===== src/rtl/mult_tree_sched.sv =====
// mult_tree_sched: round-robin issue of N_REQ requesters onto one shared fixed-latency multiply tree,
// with a tag pipeline aligned to the tree latency that routes each result back to its owner.
module mult_tree_sched #(
    parameter int N_REQ = 4,
    parameter int LAT   = 3,
    parameter int ID_W  = 2
) (
    input  logic               clk,
    input  logic               rst,
    input  logic [N_REQ-1:0]   req_valid,
    input  logic [4*N_REQ-1:0] req_a,
    input  logic [4*N_REQ-1:0] req_b,
    input  logic [4*N_REQ-1:0] req_c,
    input  logic [4*N_REQ-1:0] req_d,
    output logic [N_REQ-1:0]   req_ready,
    output logic [N_REQ-1:0]   rsp_valid,
    output logic [7:0]         rsp_data,
    output logic [3:0]         m_a,
    output logic [3:0]         m_b,
    output logic [3:0]         m_c,
    output logic [3:0]         m_d,
    input  logic [7:0]         m_result,
    output logic               busy
);
    logic [N_REQ-1:0] pending;
    logic [N_REQ-1:0] elig;
    logic [N_REQ-1:0] grant;
    logic [ID_W-1:0]  rr_ptr;
    logic [ID_W-1:0]  win;
    logic             found;
    logic             tag_v  [0:LAT];
    logic [ID_W-1:0]  tag_id [0:LAT];

    function automatic logic [ID_W-1:0] wrap(input int v);
        return ID_W'(v % N_REQ);
    endfunction

    // a requester whose result returns this cycle may reissue immediately
    assign elig      = req_valid & (~pending | rsp_valid) & {N_REQ{~rst}};
    assign rsp_valid = (tag_v[LAT] && !rst) ? N_REQ'(1) << tag_id[LAT] : '0;
    assign rsp_data  = m_result;
    assign busy      = |pending & ~rst;
    assign req_ready = grant;

    always_comb begin
        found = 1'b0;
        win   = '0;
        for (int k = 0; k < N_REQ; k++) begin
            if (!found && elig[wrap(int'(rr_ptr) + k)]) begin
                found = 1'b1;
                win   = wrap(int'(rr_ptr) + k);
            end
        end
        grant = found ? N_REQ'(1) << win : '0;
    end

    always_ff @(posedge clk) begin
        if (rst) begin
            pending <= '0;
            rr_ptr  <= '0;
            m_a     <= '0;
            m_b     <= '0;
            m_c     <= '0;
            m_d     <= '0;
            for (int k = 0; k <= LAT; k++) begin
                tag_v[k]  <= 1'b0;
                tag_id[k] <= '0;
            end
        end else begin
            pending   <= (pending & ~rsp_valid) | grant;
            tag_v[0]  <= found;
            tag_id[0] <= win;
            for (int k = 1; k <= LAT; k++) begin
                tag_v[k]  <= tag_v[k-1];
                tag_id[k] <= tag_id[k-1];
            end
            if (found) begin
                rr_ptr <= wrap(int'(win) + 1);
                m_a    <= req_a[4*win +: 4];
                m_b    <= req_b[4*win +: 4];
                m_c    <= req_c[4*win +: 4];
                m_d    <= req_d[4*win +: 4];
            end
        end
    end
endmodule

===== config.mk =====
export PLATFORM = sky130hd
export DESIGN_NAME = mult_tree_sched
export DESIGN_NICKNAME = d
export VERILOG_FILES = /design/src/rtl/mult_tree_sched.sv
export SDC_FILE = /design/constraint.sdc
export NUM_CORES = 1
export LEC_CHECK = 0
export ABC_CLOCK_PERIOD_IN_PS = 3200
export CORE_ASPECT_RATIO = 1.2
export CORE_MARGIN = 3
export CORE_UTILIZATION = 38
export DETAILED_ROUTE_END_ITERATION = 10
export GPL_ROUTABILITY_DRIVEN = 0
export PLACE_DENSITY = 0.76
export SKIP_CTS_REPAIR_TIMING = 1
export SLEW_MARGIN = 25
export SYNTH_ARGS = -nofsm -noshare
export SYNTH_HDL_FRONTEND = slang
export SYNTH_SLANG_ARGS = --single-unit

===== constraint.sdc =====
create_clock -name clk -period 3.2 [get_ports clk]
set_input_delay 0.64 -clock clk [delete_from_list [all_inputs] [get_ports clk]]
set_output_delay 0.64 -clock clk [all_outputs]
set_load 0.05 [all_outputs]

==> metrics, run 1 <==
result of the run finished, final reports clean; maximum resistive drop on vdd 0.000302 V; Worst setup EP type output port; Arrival @ worst endpoint 2.41 ns; Top Family by Delay on Critical Path buffers and inverters; post-route ant nets 0; Hold Path Class flop to flop; DRT Pass-1 Iters 4; final-stage net count 361; post-synthesis net count 273; flop2flop setup slack 0.82 ns; terminating pin of the worst hold path tag_id[0][5]$_SDFF_PP0_; number of distinct library cells after synthesis 34; Die Span X 71.6 um; detailed-route wire length per cell 13.7 um; part of the total power dissipated in sequential elements 30.7%; slew of the pin with the lowest slew margin 0.547 ns; Max Freq 328 MHz; leakage power 1.32 nW; crit path buf inv count 3; fraction of layout cells with a size suffix above 1 19.3%; crit-path max cell delay 0.45 ns; leading area contributor after synthesis dfxtp_1; cells taking the most area after synthesis dfxtp_1 35%, mux2i_1 17%, o221ai_2 13%; Power Internal 1.14 mW; Total Wirelength 4670 um; synthesis warning total 0; Layout Cell Area excl Fill 0.00306 mm2; Critical Path Start Type primary input; total power 1.79 mW; crit path max-delay cell type clkdlybuf4s50_1; first-pass GRT wire length 7490 um; clock latency of the later-clocked register in the worst-skew pair 0.29 ns; initial antenna violation count 0; type of the worst setup path primary input to output port; vias per std cell 4.94; top-area cell type share of the netlist area 34.7%; hold path cells 1; Cell Area, Synth 0.00196 mm2; total grt overflow 0; Reg clk slew, reported paths 0.07 ns; tightest hold margin 0.440 ns; count of state elements after synthesis 34; total of max-cap violations 0; number of antenna repair diodes 0; Fin. Hold Viols 0; Max Slew Vio Count 0; part of the Yosys area used for sequential elements 34.7%; critical register-to-register path startpoint tag_id[0][6]$_SDFF_PP0_; standard-cell rows 28; clock skew after layout 0.00422 ns; Placement Cell Area 0.00291 mm2; headroom to the max-slew limit 63.4%; starting density of the core 39.5%; die extent in y 84.7 um; final-layout fill cell count 423; number of endpoints failing setup at the final stage 0; floorplan die area 0.00607 mm2; Syn Inst Count 191; remaining design rule violation count 0; Max H-tree Level 2; total net switching power 0.652 mW; number of clock sinks seen by CTS 34; GR Util All Layers 15.6%; vias in the first global route 1687; violation count after the first detailed-routing iteration 77; cell-by-cell trace of the critical path clkdlybuf4s50_1 > nand2b_1 > a21oi_2 > or3b_1 > o211ai_2 > inv_2 > ha_1 > and2_1 > buf_4; Placeable Area 0.00497 mm2; Setup TNS 0 ns; Layout Area Growth over Synthesis 55.6%; switching power share of the total 36.3%; CTS tree yes; Vias 1679; Min-Delay Startpoint tag_id[0][3]$_SDFF_PP0_; placed wire-length estimate 3570 um; minimum clock period 3.05 ns; worst reg2reg path depth 7; Mapped Avg Cell Area 10.3 um2; power per cell area 587 mW/mm2; clock buffers created by TritonCTS 5; largest net degree at the start of global routing 23; final critical-path share of the clock period 95.2%; portion of total power attributed to the clock network 26.5%; CTS Buffer Depth 2; CP Max Fanout 4; RSZ-0062 raised after global routing no; # IOs 111; fraction of power consumed by combinational cells 42.9%; critical path data required time 2.56 ns; root buffer cell clkbuf_8; worst reg2reg endpoint m_a[2]$_SDFFE_PP0P_; number of buffers added on ports 94
-- power by group through the flow --
stage | logic (mW) | clock network [mW] | registers (mW)
floorplan | 0.365 | 0 | 0.742
global placement | 0.770 | 0 | 0.557
detailed placement | 0.776 | 0 | 0.557
CTS | 0.779 | 0.486 | 0.550
global route | 0.816 | 0.502 | 0.561
finish | 0.769 | 0.475 | 0.551
-- worst max path at each step --
stage	startpoint	end	cells after the start
after floorplan	rst	req_ready[0]	10
after global placement	rst	req_ready[3]	9
after detailed placement	rst	req_ready[3]	9
after CTS	rst	req_ready[3]	9
after global routing	req_valid[2]	req_ready[3]	9
final	req_valid[2]	req_ready[3]	9
-- per-layer routing --
layer  up-vias  global-route usage, %  share of wire, %
li1        843                      -                 -
met2        75                   25.6                49
met5         -                      0                 0
met3        10                   6.11               9.6
met1       751                   17.3                39
met4         0                   7.86               2.3
-- synth_stat cells, drive strengths merged --
cell type  instances
or4                1
clkbuf             1
mux2i             33
a21boi             1
a211oi             1
nor3b              1
and2               1
nor4               1
o21ai              2
buf               20
nor2b             11
a21oi             10
o221ai            17
inv                8
nand3b             2
dfxtp             34
nand3              2
or3b               2
o211ai             1
a22oi              1
ha                 4
nand2             22
nor3               1
nand2b             6
nor2               8
-- layout make-up --
type | count | area (um2) | area share, %
clock inverters | 3 | 68.8 | 2.25
repair buffers | 102 | 1060 | 34.6
well taps | 60 | 75.1 | 2.46
inverters | 8 | 30.0 | 0.983
clock buffers | 5 | 68.8 | 2.25
flip-flops and latches | 34 | 681 | 22.3
multi-input cells | 128 | 1080 | 35.2
-- logic make-up (layout without fill, tap and decap cells) --
kind of cell               after synthesis  count (layout)  share of synthesized area (%)
AOI/OAI and AO/OA                       33              33                           18.6
adders and majority gates                4               4                           2.55
buffers and inverters                   29             118                           11.5
DFF                                     34              34                           34.7
muxes                                   33              33                           16.8
and+or+nand+nor                         58              58                           15.9
-- cell usage in the layout, fill, tap and decap left out, types with 2 or more instances in the layout --
cell	instances
clkdlybuf4s50_1	84
dfxtp_1	34
mux2i_1	33
nand2_1	21
o221ai_2	16
nor2b_1	11
buf_4	11
nor2_1	7
nand2b_1	6
a21oi_1	6
buf_12	6
clkbuf_8	5
inv_1	4
inv_2	4
ha_1	4
a21oi_2	3
nand3_1	2
nand3b_1	2
o21ai_0	2
bufinv_16	2
-- stage by stage --
step | worst slack (ns) | std cells | utilization, %
after floorplan | 0.153 | 191 | -
final | 0.153 | 340 | 61.4
after global placement | 0.0532 | 332 | 58.5
after CTS | -0.0287 | 340 | 61.2
after global routing | 0.0317 | 340 | 61.4
after detailed placement | -0.0151 | 332 | 58.5
-- flip-flops by register name, indices dropped and copies added (netlist names) --
name and flops:
m_a 4, m_b 4, m_c 4, m_d 4, pending 4, rr_ptr 2, tag_id 8, tag_v 4
Power figures use the tool's default switching activity.
==> inputs of run 2 (changes only) <==
--- a/config.mk
+++ b/config.mk
@@ -11,6 +11,8 @@
 export CORE_UTILIZATION = 38
 export DETAILED_ROUTE_END_ITERATION = 10
 export GPL_ROUTABILITY_DRIVEN = 0
+export GPL_TIMING_DRIVEN = 1
+export HOLD_SLACK_MARGIN = 0.06
 export PLACE_DENSITY = 0.76
 export SKIP_CTS_REPAIR_TIMING = 1
 export SLEW_MARGIN = 25
==> results of run 2 <==
Same layout as run 1: the final DEF is identical, and so are final timing and power.
